--- config.mk ---
export PLATFORM = sky130hd
export DESIGN_NAME = mem_arbiter
export DESIGN_NICKNAME = d
export VERILOG_FILES = /design/src/rtl/mem_arbiter.sv
export SDC_FILE = /design/constraint.sdc
export NUM_CORES = 1
export LEC_CHECK = 0
export CORE_MARGIN = 1
export CORE_UTILIZATION = 65
export DETAILED_ROUTE_END_ITERATION = 6
export DONT_BUFFER_PORTS = 1
export GPL_ROUTABILITY_DRIVEN = 0
export PLACE_DENSITY = 0.81
export SETUP_SLACK_MARGIN = 0.5
export SLEW_MARGIN = 30
export SYNTH_ARGS = -nofsm -noshare
export SYNTH_HDL_FRONTEND = slang
export SYNTH_SLANG_ARGS = --single-unit
--- constraint.sdc ---
create_clock -name clk -period 6 [get_ports clk]
set_input_delay 1.8 -clock clk [delete_from_list [all_inputs] [get_ports clk]]
set_output_delay 1.8 -clock clk [all_outputs]
set_load 0.02 [all_outputs]
--- src/rtl/mem_arbiter.sv ---
// Two-requester SRAM arbiter: a four-state Moore FSM grants one requester at a
// time, runs a single SRAM cycle for it and reports completion with a pulse.
module mem_arbiter #(
  parameter int ADDR_W = 8,
  parameter int DATA_W = 16
) (
  input  logic              clk,
  input  logic              reset,
  input  logic              req0,
  input  logic              req1,
  input  logic              we0,
  input  logic              we1,
  input  logic [ADDR_W-1:0] addr0,
  input  logic [ADDR_W-1:0] addr1,
  input  logic [DATA_W-1:0] wdata0,
  input  logic [DATA_W-1:0] wdata1,
  input  logic              freeze,
  output logic              gnt0,
  output logic              gnt1,
  output logic              done0,
  output logic              done1,
  output logic [DATA_W-1:0] rdata0,
  output logic [DATA_W-1:0] rdata1,
  output logic              sram_en,
  output logic              write_en,
  output logic [ADDR_W-1:0] sram_addr,
  output logic [DATA_W-1:0] sram_wdata,
  input  logic [DATA_W-1:0] sram_rdata,
  output logic              busy
);

  typedef enum logic [1:0] {
    S_IDLE,
    S_GRANT,
    S_ACCESS,
    S_COMPLETE
  } state_e;

  state_e            state_q, state_d;
  logic              id_q, id_d;
  logic              we_q, we_d;
  logic [ADDR_W-1:0] addr_q, addr_d;
  logic [DATA_W-1:0] wdata_q, wdata_d;
  logic              last_served_q, last_served_d;
  logic [DATA_W-1:0] rdata0_q, rdata0_d;
  logic [DATA_W-1:0] rdata1_q, rdata1_d;
  logic              win;

  // A lone requester always wins; on a tie the one not served last goes first.
  assign win = (req0 && req1) ? ~last_served_q : req1;

  always_comb begin
    // NOTE: every signal assigned here gets a default first, so no path can
    // leave one unassigned and infer a latch.
    state_d       = state_q;
    id_d          = id_q;
    we_d          = we_q;
    addr_d        = addr_q;
    wdata_d       = wdata_q;
    last_served_d = last_served_q;
    rdata0_d      = rdata0_q;
    rdata1_d      = rdata1_q;

    case (state_q)
      S_IDLE: begin
        if (!freeze && (req0 || req1)) begin
          state_d = S_GRANT;
          id_d    = win;
          we_d    = win ? we1 : we0;
          addr_d  = win ? addr1 : addr0;
          wdata_d = win ? wdata1 : wdata0;
        end
      end
      S_GRANT: state_d = S_ACCESS;
      S_ACCESS: begin
        state_d = S_COMPLETE;
        if (!we_q) begin
          if (id_q) rdata1_d = sram_rdata;
          else      rdata0_d = sram_rdata;
        end
      end
      S_COMPLETE: begin
        state_d       = S_IDLE;
        last_served_d = id_q;
      end
      default: state_d = S_IDLE;
    endcase
  end

  // NOTE: state registers use non-blocking assignments so every flop samples
  // the pre-edge value of every other flop, independent of statement order.
  always_ff @(posedge clk or posedge reset) begin
    if (reset) begin
      state_q       <= S_IDLE;
      id_q          <= 1'b0;
      we_q          <= 1'b0;
      addr_q        <= '0;
      wdata_q       <= '0;
      last_served_q <= 1'b1;
      rdata0_q      <= '0;
      rdata1_q      <= '0;
    end else begin
      state_q       <= state_d;
      id_q          <= id_d;
      we_q          <= we_d;
      addr_q        <= addr_d;
      wdata_q       <= wdata_d;
      last_served_q <= last_served_d;
      rdata0_q      <= rdata0_d;
      rdata1_q      <= rdata1_d;
    end
  end

  // Outputs depend only on registered state, so reset reaches them at once.
  always_comb begin
    gnt0     = 1'b0;
    gnt1     = 1'b0;
    done0    = 1'b0;
    done1    = 1'b0;
    sram_en  = 1'b1;
    write_en = 1'b1;
    busy     = (state_q != S_IDLE);
    case (state_q)
      S_GRANT: begin
        gnt0 = ~id_q;
        gnt1 = id_q;
      end
      S_ACCESS: begin
        sram_en  = 1'b0;
        write_en = ~we_q;
      end
      S_COMPLETE: begin
        done0 = ~id_q;
        done1 = id_q;
      end
      default: ;
    endcase
  end

  assign sram_addr  = addr_q;
  assign sram_wdata = wdata_q;
  assign rdata0     = rdata0_q;
  assign rdata1     = rdata1_q;

endmodule

==> run_results.csv, run 1 <==
group,metric,value,unit
power,ir_drop,0.000308,V
synth,synth.area.mux_share,14.5,%
synth,synth_top_family_by_area,"multiplexers",
routing,first_pass_iters,4,
sta,period_share,63.1,%
sta,slew_violations,0,
outcome,status,"complete, no violations",
grt,grt.overflow.total,0,
placed_design,placed_cell_area,2630,um2
grt,grt_usage,27.3,%
cts,cts_buffer_depth,2,
routing,wl_per_cell,19.6,um
sta,setup_violations,0,
critical_path,crit_top_cell,"inv_1",
critical_path,cp.arrival,1.99,ns
routing,drt-initial-drc-count,142,
final_layout,final_util,74.1,%
placed_design,hpwl,3880,um
grt,grt_max_degree,62,
sta,fmax,264,MHz
die,core_region_area,3770,um2
synth,ys_ff_latch,61,
synth,synth_cell_type_count,20,
sta,hold_viol_final,0,
grt,grt_pass1_wl,8420,um
critical_path,path_class,"flip-flop to output port",
final_layout,drive_above_1_share,22.6,%
power,p_clk_share,17.0,%
job,cap_violations,0,
die,die_h,65.8,um
critical_path,cpMaxStageDelayCell,"ha_1",
cts,post_cts_buffers,0,
sta,clock_skew,0.00630,ns
synth,synthXorXnorAreaFrac,0,%
final_layout,stdcell_count,282,
critical_path,crit_fanout,29,
synth,synth-simple-area-share,9.45,%
grt,grt_pass1_vias,1808,
synth,synth_nets,311,
power,pwr-share-comb,25.1,%
sta,worst_pin_slew,0.935,ns
cts,cts_sinks,61,
power,p_leak,1.21,nW
sta,finalCriticalPeriod,3.79,ns
sta,max-slew-margin-rel,37.7,%
routing,ant_nets,0,
cts,post_cts_resized,0,
cts,clk_latency,0.33,ns
final_layout,stdcell_area,2790,um2
power,internal_power,0.000985,W
power,p_per_area,633,nW/um2
critical_path,path_buf_inv,2,
synth,synth.avg_cell_area,11.2,um2
die,rows,22,
die,die_area,4330,um2
cts,cts-hold-fix-buffers,0,
placed_design,io_buffers,0,
grt,antenna_found_initial,0,
hold_path,worst_hold_path_type,"flip-flop to flip-flop",
synth,synth_fa_ha_area_share,1.89,%
critical_path,cpLargestDelayFamily,"adder cells",
cts,clkTransAtPathRegs,0.06,ns
synth,synth_compound_area_share,12.7,%
routing,via_per_inst,6.44,
final_layout,num_antenna_cells,0,
routing,routed_wirelength,5540,um
placed_design,post-place-cells,267,
cts,cts_root_buffer,"clkbuf_8",
die,fp.dieW,65.8,um
power,seqPwrFrac,57.9,%
routing,vias,1815,
critical_path,path_cells,"inv_1, ha_1, inv_1",
synth,syn-instance-count,236,
final_layout,area_growth_syn_to_layout,5.48,%
die,ioPinCount,134,
routing,drc_errors,0,
cts,cts_tree,"built",
critical_path,required,4.20,ns
cts,h-tree-depth,3,
critical_path,cp-start-kind,"flip-flop",
cts,cts_buffers,9,
final_layout,fin_nets,305,
critical_path,cpPeakStageDelay,0.79,ns
sta,fin_ws,2.21,ns
placed_design,dp_slack,2.29,ns
synth,ys_seq_area_share,57.7,%
die,initial_utilization,70.2,%
power,power_switching_share,44.3,%
synth,ys_warn_count,0,
critical_path,crit_path_end_kind,"output port",
power,p_switching,0.000782,W
sta,rsz0062_at_grt,"false",
synth,syn_area,2650,um2
sta,setup-tns-final,0,ns
==> final cells by class <==
class                      instances  area, um2
clock buffer                      13        149
clock inverter                     2       10.0
fill                             258        977
inverter                           5       21.3
multi-input combinational        153       1030
sequential                        61       1530
tap                               48       60.1
==> worst paths after layout <==
path                             from       endpoint  slack [ns]  cells after the start
max                        state_q[1]           busy        2.21                      3
min                        state_q[0]     state_q[0]        0.63                      2
max reg2reg                state_q[1]           id_q        3.33                      4
min reg2reg                state_q[0]     state_q[0]        0.63                      2
max in group asynchronous       reset  sram_wdata[1]        4.05                      1
min in group asynchronous       reset     rdata0[13]        1.46                      1
==> cell usage after synthesis, drive strengths merged <==
| cell | count | share of area, % |
|---|---|---|
| dfrtp | 60 | 57 |
| nand2 | 51 | 7.2 |
| mux2 | 34 | 14 |
| a21oi | 25 | 4.7 |
| a31oi | 25 | 5.9 |
| buf | 11 | 2.3 |
| clkbuf | 6 | 0.85 |
| inv | 5 | 0.71 |
| ha | 4 | 1.9 |
| and2 | 3 | 0.71 |
| o21ai | 3 | 0.57 |
| nor2b | 2 | 0.47 |
| a21bo | 1 | 0.38 |
| a21boi | 1 | 0.43 |
| dfstp | 1 | 0.99 |
| nand3b | 1 | 0.43 |
| nor3 | 1 | 0.61 |
| o21ba | 1 | 0.38 |
| o31ai | 1 | 0.28 |
==> tightest hold or removal path: stages, from the launching register on <==
cell     delay, ns
dfrtp_1       0.40
o21ai_0       0.10
o21ai_0       0.09
==> cell families after synthesis <==
kind of cell | Yosys count
fa+ha+maj | 4
buf+inv | 22
mux | 34
compound gates | 57
simple gates | 58
flops | 61
==> cells in the final DEF, fill, tap and decap left out, drive strengths merged <==
cell / count
a21bo: 1
o31ai: 1
a31oi: 25
nand2: 51
a21oi: 25
o21ba: 1
clkinv: 2
mux2: 34
inv: 5
dfrtp: 60
clkbuf: 13
a21boi: 1
o21ai: 3
and2: 3
ha: 4
nor3: 1
dfstp: 1
nand3b: 1
nor2b: 2
==> registers in the layout (all words and copies together) (netlist names) <==
name           flops
id_q               1
last_served_q      1
sram_addr          8
state_q            2
rdata1            16
we_q               1
rdata0            16
sram_wdata        16
==> per-stage QoR <==
stage | total power [W] | hold slack (ns)
finish | 0.00177 | 0.627
CTS | 0.00178 | 0.624
detailed placement | 0.00148 | 0.606
global route | 0.00188 | 0.660
floorplan | 0.00137 | 0.536
global placement | 0.00143 | 0.564
==> power groups by stage <==
stage               clock (W)  combinational (W)  sequential (W)
floorplan                   0           0.000396        0.000971
global placement            0           0.000414         0.00102
detailed placement          0           0.000448         0.00103
CTS                  0.000306           0.000448         0.00103
global route         0.000327           0.000498         0.00105
finish               0.000301           0.000444         0.00102
==> per-layer routing <==
layer | routed length (um) | GRT usage, % | up-vias | share of wire, %
met5 | 0 | 0 | - | 0
met3 | 586 | 9.48 | 13 | 11
met1 | 2010 | 32.0 | 877 | 36
li1 | - | - | 806 | -
met4 | 121 | 15.2 | 0 | 2.2
met2 | 2820 | 43.6 | 119 | 51
Note: power is estimated with default switching activity, not from simulation.
==> run 2: changes to the inputs <==
- CORE_UTILIZATION: 65 -> 56
- PLACE_DENSITY: 0.81 -> 0.74
- clock period: 6 -> 3.1 ns (I/O delays scaled with it)
==> run 2 against run 1 <==
Compared with the run above: the run now ends with design-rule violations left; register-to-register slack worse by 2.3 ns; clock skew is 0.0013 ns lower; combinational power is 93% higher; die area is 16% higher; clock-buffer cell count is 1 lower; first-iteration DRC count is 43% lower; via count is 3.1% lower; clock power grew to 2.6 times the previous value; hold slack worse by 0.081 ns; sequential cell count stayed put; global-route usage is 4.5 points lower; largest power group unchanged; highest routed layer unchanged.
==> run_results.csv, run 2 (synthesized netlist as in run 1, its figures left out) <==
group,metric,value,unit
die,die_h,70.8,um
critical_path,cp.arrival,1.51,ns
cts,post_cts_resized,0,
routing,vias,1758,
cts,post_cts_buffers,0,
power,p_per_area,1240,nW/um2
cts,cts-hold-fix-buffers,0,
critical_path,crit_fanout,13,
sta,finalCriticalPeriod,2.44,ns
die,fp.dieW,70.8,um
power,p_leak,1.26,nW
job,cap_violations,0,
grt,grt_usage,22.8,%
routing,drc_errors,18,
routing,wl_per_cell,18.5,um
final_layout,final_common_cell,"dfrtp_1",
sta,fin_ws,0.659,ns
final_layout,drive_above_1_share,25.4,%
final_layout,area_growth_syn_to_layout,9.68,%
outcome,violations,"design-rule violations",
grt,grt_max_degree,35,
cts,clkTransAtPathRegs,0.06,ns
grt,antenna_found_initial,0,
power,p_total,0.00362,W
critical_path,rrSetupSlack,0.99,ns
grt,grt_pass1_vias,1776,
routing,via_per_inst,6.02,
cts,cts_tree,"built",
grt,grt_pass1_wl,8550,um
cts,cts_buffer_depth,2,
power,ir_drop,0.000589,V
routing,first_pass_iters,7,
critical_path,cp-start-kind,"flip-flop",
outcome,status,"finished, violations left",
cts,cts_root_buffer,"clkbuf_8",
routing,routed_wirelength,5390,um
cts,cts_buffers,9,
hold_path,worst_hold_path_type,"input port to asynchronous set/reset pin",
cts,clk_latency,0.32,ns
routing,drt-initial-drc-count,81,
final_layout,num_antenna_cells,0,
die,rows,24,
die,core_region_area,4440,um2
final_layout,layout_common_cells,"60 x dfrtp_1, 51 x nand2_1, 34 x mux2_2",
sta,clock_skew,0.00500,ns
sta,hold_ws,0.546,ns
critical_path,crit_path_end_kind,"output port",
critical_path,required,2.17,ns
die,die_area,5010,um2
sta,setup_violations,0,
sta,setup-tns-final,0,ns
sta,max-slew-margin-rel,48.8,%
sta,hold_viol_final,0,
sta,worst_pin_slew,0.766,ns
placed_design,hpwl,3780,um
placed_design,dp_slack,0.985,ns
die,initial_utilization,59.6,%
critical_path,path_class,"flip-flop to output port",
final_layout,fin_nets,310,
cts,h-tree-depth,3,
die,ioPinCount,134,
routing,ant_nets,0,
sta,period_share,78.7,%
cts,cts_sinks,61,
grt,grt.overflow.total,0,
placed_design,io_buffers,0,
sta,fmax,410,MHz
sta,slew_violations,0,
sta,rsz0062_at_grt,"false",
==> run 2: power breakdown <==
group          switching, W  leakage (nW)  internal [W]
clock network      0.000287         0.116      0.000494
logic              0.000446         0.445      0.000411
registers          0.000771         0.703       0.00121
==> run 2: through the flow <==
stage	cell area (um2)	utilization, %	instances
global placement	2680	60.3	276
floorplan	2650	-	236
finish	2910	65.4	292
global route	2910	65.4	292
detailed placement	2680	60.3	276
CTS	2910	65.4	292
==> run 2: area by class of cell <==
cell class | count | area, um2
clock buffers | 12 | 155
clock inverters | 4 | 70.1
fillers | 361 | 1540
inverters | 5 | 18.8
multi-input cells | 153 | 1020
flip-flops and latches | 61 | 1530
well taps | 52 | 65.1
repair buffers | 5 | 50.0
==> run 2: routing by layer <==
layer	up-vias	wire length [um]	track usage (%)
met1	847	2050	26.7
met5	-	0	0
li1	808	-	-
met2	97	2710	37.9
met4	0	72	11.3
met3	6	553	7.26
==> run 2: final timing paths <==
| path | start | endpoint | cells after the start |
|---|---|---|---|
| min in group clk | state_q[0] | state_q[0] | 2 |
| min | reset | rdata1[7] | 1 |
| min reg2reg | state_q[0] | state_q[0] | 2 |
| max in group asynchronous | reset | rdata1[1] | 2 |
| max | state_q[1] | busy | 3 |
| max reg2reg | state_q[0] | rdata0[3] | 5 |
==> run 2: critical path: stages (launching register included) <==
cell and delay (ns):
dfrtp_1 0.40, inv_1 0.10, ha_1 0.44, inv_1 0.25
